<file path="src/rtl/ten_gig_tx_arbiter.sv">
// Round-robin, packet-granular arbiter: P_SRC_NUM AXIS sources share one 10G channel TX.
// Define TEN_GIG_TX_ARB_STAT_EN to add per-source completed-packet counters on o_pkt_cnt.
module ten_gig_tx_arbiter #(
  parameter int unsigned P_SRC_NUM    = 4,
  parameter logic [14:0] P_MAX_LENGTH = 15'd9600
) (
  input  logic                     i_clk,
  input  logic                     i_rst_n,
  input  logic                     i_link_up,
  input  logic [P_SRC_NUM-1:0]     s_axis_tvalid,
  output logic [P_SRC_NUM-1:0]     s_axis_tready,
  input  logic [P_SRC_NUM-1:0]     s_axis_tlast,
  input  logic [P_SRC_NUM-1:0]     s_axis_tuser,
  input  logic [64*P_SRC_NUM-1:0]  s_axis_tdata,
  input  logic [8*P_SRC_NUM-1:0]   s_axis_tkeep,
  output logic                     m_axis_tvalid,
  output logic [63:0]              m_axis_tdata,
  output logic                     m_axis_tlast,
  output logic [7:0]               m_axis_tkeep,
  output logic                     m_axis_tuser,
  input  logic                     m_axis_tready,
  output logic [P_SRC_NUM-1:0]     o_grant,
`ifdef TEN_GIG_TX_ARB_STAT_EN
  output logic [32*P_SRC_NUM-1:0]  o_pkt_cnt,
`endif
  output logic                     o_abort
);

  localparam int unsigned LP_MAX_BEATS = (32'(P_MAX_LENGTH) + 32'd7) / 32'd8;
  localparam logic [11:0] LP_LAST_BEAT = 12'(LP_MAX_BEATS - 32'd1);
  localparam int unsigned LP_IDX_W     = (P_SRC_NUM > 32'd1) ? $clog2(P_SRC_NUM) : 32'd1;

  typedef enum logic [1:0] {
    ST_IDLE  = 2'd0,
    ST_XFER  = 2'd1,
    ST_DRAIN = 2'd2
  } state_t;

  state_t                state_r, state_nxt_s;
  logic [P_SRC_NUM-1:0]  grant_r, grant_nxt_s;
  logic [LP_IDX_W-1:0]   ptr_r, ptr_nxt_s;
  logic [11:0]           beat_cnt_r, beat_cnt_nxt_s;
  logic                  abort_r, abort_nxt_s;

  logic                  pick_found_s;
  logic [LP_IDX_W-1:0]   pick_idx_s;
  logic                  src_valid_s, src_last_s, src_user_s;
  logic [63:0]           src_data_s;
  logic [7:0]            src_keep_s;
  logic                  force_s, xfer_acc_s, drain_acc_s;

  // First requester at or after 'start', wrapping; returns {found, index}.
  function automatic logic [LP_IDX_W:0] rr_pick(input logic [P_SRC_NUM-1:0] req,
                                                input logic [LP_IDX_W-1:0]  start);
    logic                found;
    logic [LP_IDX_W-1:0] idx;
    int unsigned         cand;
    found = 1'b0;
    idx   = '0;
    for (int unsigned k = 0; k < P_SRC_NUM; k++) begin
      cand = (32'(start) + k) % P_SRC_NUM;
      if (!found && req[cand]) begin
        found = 1'b1;
        idx   = LP_IDX_W'(cand);
      end else begin
        found = found;
      end
    end
    return {found, idx};
  endfunction

  assign {pick_found_s, pick_idx_s} = rr_pick(s_axis_tvalid, ptr_r);

  // AND-OR mux of the granted source slice; grant_r is one-hot or zero.
  always_comb begin
    src_valid_s = |(s_axis_tvalid & grant_r);
    src_last_s  = |(s_axis_tlast  & grant_r);
    src_user_s  = |(s_axis_tuser  & grant_r);
    src_data_s  = 64'd0;
    src_keep_s  = 8'd0;
    for (int i = 0; i < int'(P_SRC_NUM); i++) begin
      src_data_s = src_data_s | (s_axis_tdata[i*64 +: 64] & {64{grant_r[i]}});
      src_keep_s = src_keep_s | (s_axis_tkeep[i*8 +: 8]   & {8{grant_r[i]}});
    end
  end

  // An oversize frame is cut on its last allowed beat unless the source ends it there anyway.
  assign force_s     = (state_r == ST_XFER) && (beat_cnt_r == LP_LAST_BEAT) && !src_last_s;
  assign xfer_acc_s  = (state_r == ST_XFER) && src_valid_s && m_axis_tready;
  assign drain_acc_s = (state_r == ST_DRAIN) && src_valid_s;

  // Channel-side outputs and source ready, driven only while a source owns the channel.
  always_comb begin
    m_axis_tvalid = 1'b0;
    m_axis_tdata  = 64'd0;
    m_axis_tkeep  = 8'd0;
    m_axis_tlast  = 1'b0;
    m_axis_tuser  = 1'b0;
    s_axis_tready = '0;
    case (state_r)
      ST_XFER: begin
        m_axis_tvalid = src_valid_s;
        m_axis_tdata  = src_data_s;
        m_axis_tkeep  = src_keep_s;
        m_axis_tlast  = src_last_s | force_s;
        m_axis_tuser  = src_user_s | force_s;
        s_axis_tready = grant_r & {P_SRC_NUM{m_axis_tready}};
      end
      ST_DRAIN: begin
        s_axis_tready = grant_r;
      end
      default: begin
        s_axis_tready = '0;
      end
    endcase
  end

  // Next-state logic: grant in IDLE, hold through the packet, discard the tail after truncation.
  always_comb begin
    state_nxt_s    = state_r;
    grant_nxt_s    = grant_r;
    ptr_nxt_s      = ptr_r;
    beat_cnt_nxt_s = beat_cnt_r;
    abort_nxt_s    = 1'b0;
    case (state_r)
      ST_IDLE: begin
        if (i_link_up && pick_found_s) begin
          state_nxt_s    = ST_XFER;
          grant_nxt_s    = P_SRC_NUM'(1'b1) << pick_idx_s;
          ptr_nxt_s      = LP_IDX_W'((32'(pick_idx_s) + 32'd1) % P_SRC_NUM);
          beat_cnt_nxt_s = 12'd0;
        end else begin
          grant_nxt_s = '0;
        end
      end
      ST_XFER: begin
        if (xfer_acc_s) begin
          beat_cnt_nxt_s = beat_cnt_r + 12'd1;
          if (src_last_s) begin
            state_nxt_s = ST_IDLE;
            grant_nxt_s = '0;
          end else if (force_s) begin
            state_nxt_s = ST_DRAIN;
            abort_nxt_s = 1'b1;
          end else begin
            state_nxt_s = ST_XFER;
          end
        end else begin
          state_nxt_s = ST_XFER;
        end
      end
      ST_DRAIN: begin
        if (drain_acc_s && src_last_s) begin
          state_nxt_s = ST_IDLE;
          grant_nxt_s = '0;
        end else begin
          state_nxt_s = ST_DRAIN;
        end
      end
      default: begin
        state_nxt_s = ST_IDLE;
        grant_nxt_s = '0;
      end
    endcase
  end

  // State, grant, round-robin pointer, beat counter and abort pulse registers.
  always_ff @(posedge i_clk or negedge i_rst_n) begin
    if (!i_rst_n) begin
      state_r    <= ST_IDLE;
      grant_r    <= '0;
      ptr_r      <= '0;
      beat_cnt_r <= 12'd0;
      abort_r    <= 1'b0;
    end else begin
      state_r    <= state_nxt_s;
      grant_r    <= grant_nxt_s;
      ptr_r      <= ptr_nxt_s;
      beat_cnt_r <= beat_cnt_nxt_s;
      abort_r    <= abort_nxt_s;
    end
  end

  assign o_grant = grant_r;
  assign o_abort = abort_r;

`ifdef TEN_GIG_TX_ARB_STAT_EN
  logic [31:0] pkt_cnt_r [P_SRC_NUM];

  // Completed-packet counters; a truncated frame counts on its forced last beat.
  always_ff @(posedge i_clk or negedge i_rst_n) begin
    if (!i_rst_n) begin
      for (int i = 0; i < int'(P_SRC_NUM); i++) begin
        pkt_cnt_r[i] <= 32'd0;
      end
    end else begin
      for (int i = 0; i < int'(P_SRC_NUM); i++) begin
        if (xfer_acc_s && (src_last_s || force_s) && grant_r[i]) begin
          pkt_cnt_r[i] <= pkt_cnt_r[i] + 32'd1;
        end else begin
          pkt_cnt_r[i] <= pkt_cnt_r[i];
        end
      end
    end
  end

  for (genvar gi = 0; gi < int'(P_SRC_NUM); gi++) begin : g_pkt_cnt
    assign o_pkt_cnt[gi*32 +: 32] = pkt_cnt_r[gi];
  end
`endif

endmodule

</file>
<file path="config.mk">
export PLATFORM = sky130hd
export DESIGN_NAME = ten_gig_tx_arbiter
export DESIGN_NICKNAME = d
export VERILOG_FILES = /design/src/rtl/ten_gig_tx_arbiter.sv
export SDC_FILE = /design/constraint.sdc
export NUM_CORES = 1
export LEC_CHECK = 0
export CORE_AREA = 5 5 150 152
export CTS_CLUSTER_DIAMETER = 30
export DETAILED_ROUTE_END_ITERATION = 8
export DIE_AREA = 0 0 155 157
export HOLD_SLACK_MARGIN = 0.06
export MAX_ROUTING_LAYER = met4
export SLEW_MARGIN = 15
export SYNTH_ARGS = -nofsm -noshare
export SYNTH_HDL_FRONTEND = slang
export SYNTH_SLANG_ARGS = --single-unit
</file>
<file path="constraint.sdc">
create_clock -name i_clk -period 5.6 [get_ports i_clk]
set_clock_uncertainty 0.2 [all_clocks]
set_input_delay 1.12 -clock i_clk [delete_from_list [all_inputs] [get_ports i_clk]]
set_output_delay 1.12 -clock i_clk [all_outputs]
set_load 0.02 [all_outputs]
</file>
==> impl_results.md <==
- Fmax: between 200 and 250 MHz
- Worst R2R Start: state_r[1]$_DFFE_PN0P_
- Worst-path cell chain: inv_1 -> ha_1 -> inv_2 -> buf_12 -> a21oi_1 -> clkdlybuf4s50_1
- Sw frac: around half
- Starting Density: 14.8%
- Worst skew pair latency: 260 ps
- Final setup violation count: 0
- WL met1: 8.24 mm
- Post-CTS Setup Bufs: 0
- Most common cell after layout, fill and taps aside: clkdlybuf4s50_1
- CTS tree: yes
- Top Layer Used: met4
- Setup slack after placement: 1190 ps
- Fill cells: 2,208
- Worst Hold Class: reg2reg
- Ant diodes: 0
- Startpoint class of the critical path: register
- Hold Path End: ptr_r[0]$_DFFE_PN0P_
- PnR worst setup slack: 1160 ps
- Period utilization: about four fifths
- Metal3 WL: about 1.6 mm
- Max Slew Vio Count: 0
- Fin. Hold Viols: 0
- Via/cell ratio: slightly below 5
- Flop2flop setup slack: 2750 ps
- Main synth FF type: dfrtp_1
- Clock transition at path regs: approximately 60 ps
- GP Congestion: 0.879
- Syn nets: 741
- Max-slew headroom: 42.1%
- GR Overflow Total: 0
- Net Switching: between 1 and 1.5 mW
- Power per standard cell area: between 200 and 300 nW/um2
- Deepest level of the CTS H-tree: 1
- WP data required: around 4300 ps
- Crit end category: output port
- Clk pwr share: 7.6%
- Clock sink count: 21
- Die height: 157 um
- Post-synth top area share: 36.1%
- Post-synth EDFFs: 0
- Max stage delay cell, worst path: clkdlybuf4s50_1
- Slew @ Worst Pin: 869 ps
- CP max stage delay: roughly 680 ps
- Avg Cell Area, Syn: ~7.2 um2
- Overall routing resource usage: 16.0%
- Via count of the routed design: 5,153
- Reg2Reg Depth: 7
- Antenna Nets Post-Route: 0
- Final HPWL DP: 17.3 mm
- #FFs+latches synth: 21
- Total CTS buffers: 3
- Iteration-0 DRC Markers: about 330
- Hold path start: ptr_r[0]$_DFFE_PN0P_
- Initial antenna violation count: 0
- First-pass GRT wire length: 30.2 mm
- Distinct cell type count after synthesis: 47
- Cell area after placement: 7200 um2
- Worst R2R End: beat_cnt_r[3]$_DFFE_PN0P_
- Final Instance Area: 7280 um2
- Power share of the sequential group: 14.7%
- WL met2: around 11 mm
- Total Die Area: 24,300 um2
- Largest net degree at the start of global routing: 50
- Final WL: around 22 mm
- RSZ-0062 raised after global routing: no
- Hold bufs inserted after CTS: 0
- Synth top area cells: a22oi_1, dfrtp_1, a21oi_1, clkbuf_1, ha_1
- Peak supply drop: roughly 0.00017 V
- # DRC: 0
- Via count of the first global-routing pass: 5,253
- Die Width: 155 um
- CP max FO: 44
- Setup Total Neg Slack: 0 ps
- Post-synth ARST share: 100%
- Final min period: 4440 ps
- Outcome: complete, no violations
- I/O pin total: 388
- Syn-to-layout area delta: 135%
- Hold Path Depth: 1
- FP Rows: 53
- Port Buffers: approximately 390
- Final #Nets: 1,091
- Routed len/inst: slightly above 20 um
- Int Pwr: ~1.0 mW
- Placeable Area: 20,900 um2
- Drt first pass iters: 4
- Register area share after synthesis: 17.0%
- Leakage: ~2.4 nW
- Total of max-cap violations: 0
- Commonest non-fill, non-tap cells in the layout: clkdlybuf4s50_1, a22oi_1, a21oi_1
- CTS Root Cell: clkbuf_16
- Overall Power: 2.01 mW
- CP Class: reg2out
- Combinational share of power: 77.7%
- Syn. warnings: 0
- Layout cell share with drive strength beyond 1: 3.09%
- Post-Syn Instances: 428
- Area leader, netlist: a22oi_1
- Dpl cells: ~1,000
- Mapped Area: 3100 um2
- Non-filler cells, final: 1,052
- Crit path DAT: between 3000 and 4000 ps
- Resize count post-CTS: 0
- Clock Tree Buf Depth: 2
-- layer usage --
metal	GRT usage [%]	vias up
li1	-	2420
met1	18.0	2399
met2	28.7	299
met3	2.75	35
met4	5.76	0
met5	-	-
-- per-stage QoR --
step | utilization (%) | hold WS [ps]
2_1_floorplan | - | 280
3_3_place_gp | 34.5 | 320
3_5_place_dp | 34.5 | 322
4_1_cts | 34.9 | 347
5_1_grt | 34.8 | 382
6_report | 34.8 | 342
-- how the worst max path moves through the flow --
stage | endpoint | slack (ps) | from
4_1_cts | m_axis_tuser | 1200 | s_axis_tlast[0]
6_report | m_axis_tvalid | 1160 | state_r[1]$_DFFE_PN0P_
3_3_place_gp | m_axis_tuser | 1200 | s_axis_tlast[0]
2_1_floorplan | m_axis_tuser | 2300 | s_axis_tlast[0]
3_5_place_dp | m_axis_tuser | 1190 | s_axis_tlast[2]
5_1_grt | m_axis_tvalid | 1100 | state_r[1]$_DFFE_PN0P_
-- power groups by stage --
stage | clock network [mW] | registers [mW] | logic (mW)
after floorplan | 0 | 0.225 | 0.876
after global placement | 0 | 0.297 | 1.57
after detailed placement | 0 | 0.299 | 1.57
after CTS | 0.156 | 0.297 | 1.57
after global routing | 0.163 | 0.306 | 1.68
final | 0.153 | 0.295 | 1.56
-- logic make-up (layout without fill, tap and decap cells) --
group	count (synthesis)	count (layout)	synth area share [%]
flops	21	21	17.0
fa+ha+maj	9	9	3.63
compound gates	268	268	58.8
simple gates	58	58	10.4
buf+inv	65	414	7.91
mux	7	7	2.34
-- worst max-delay path, delay by kind of cell (launching register included) --
family	cells	cell delay, ps
AOI/OAI and AO/OA	1	310
DFF	1	390
adders and majority gates	1	580
buffers and inverters	4	1560
-- cells in the mapped netlist, types with 2 or more instances --
cell        n
nor4_1      2
o21ai_0     7
o211ai_1    2
nand2b_1    3
nand4_1     5
buf_1      11
dfrtp_1    21
inv_1      16
a31oi_1     7
nor2b_1     2
and2_1      6
ha_1        9
a21oi_1    80
o22ai_1     2
clkbuf_1   37
nand3_1     3
or3_1       3
a41oi_1     2
nand2_1    18
a22oi_1   149
and4_1      2
mux2_2      2
nor2_1      6
a22o_1      4
mux2i_1     5
o221ai_1    3
-- state kept, by name, summed over array words and instances, names as in the netlist --
| register | flops |
|---|---|
| beat_cnt_r | 12 |
| o_abort | 1 |
| ptr_r | 2 |
| state_r | 2 |
| o_grant | 4 |
-- final cells by class --
cell class | count | area (um2) | area share, %
Timing Repair Buffer | 394 | 3930 | 54.1
Sequential cell | 21 | 531 | 7.29
Tap cell | 275 | 344 | 4.73
Multi-Input combinational cell | 342 | 2330 | 32.0
Inverter | 16 | 60.1 | 0.825
Clock buffer | 4 | 78.8 | 1.08
Power figures use the tool's default switching activity.
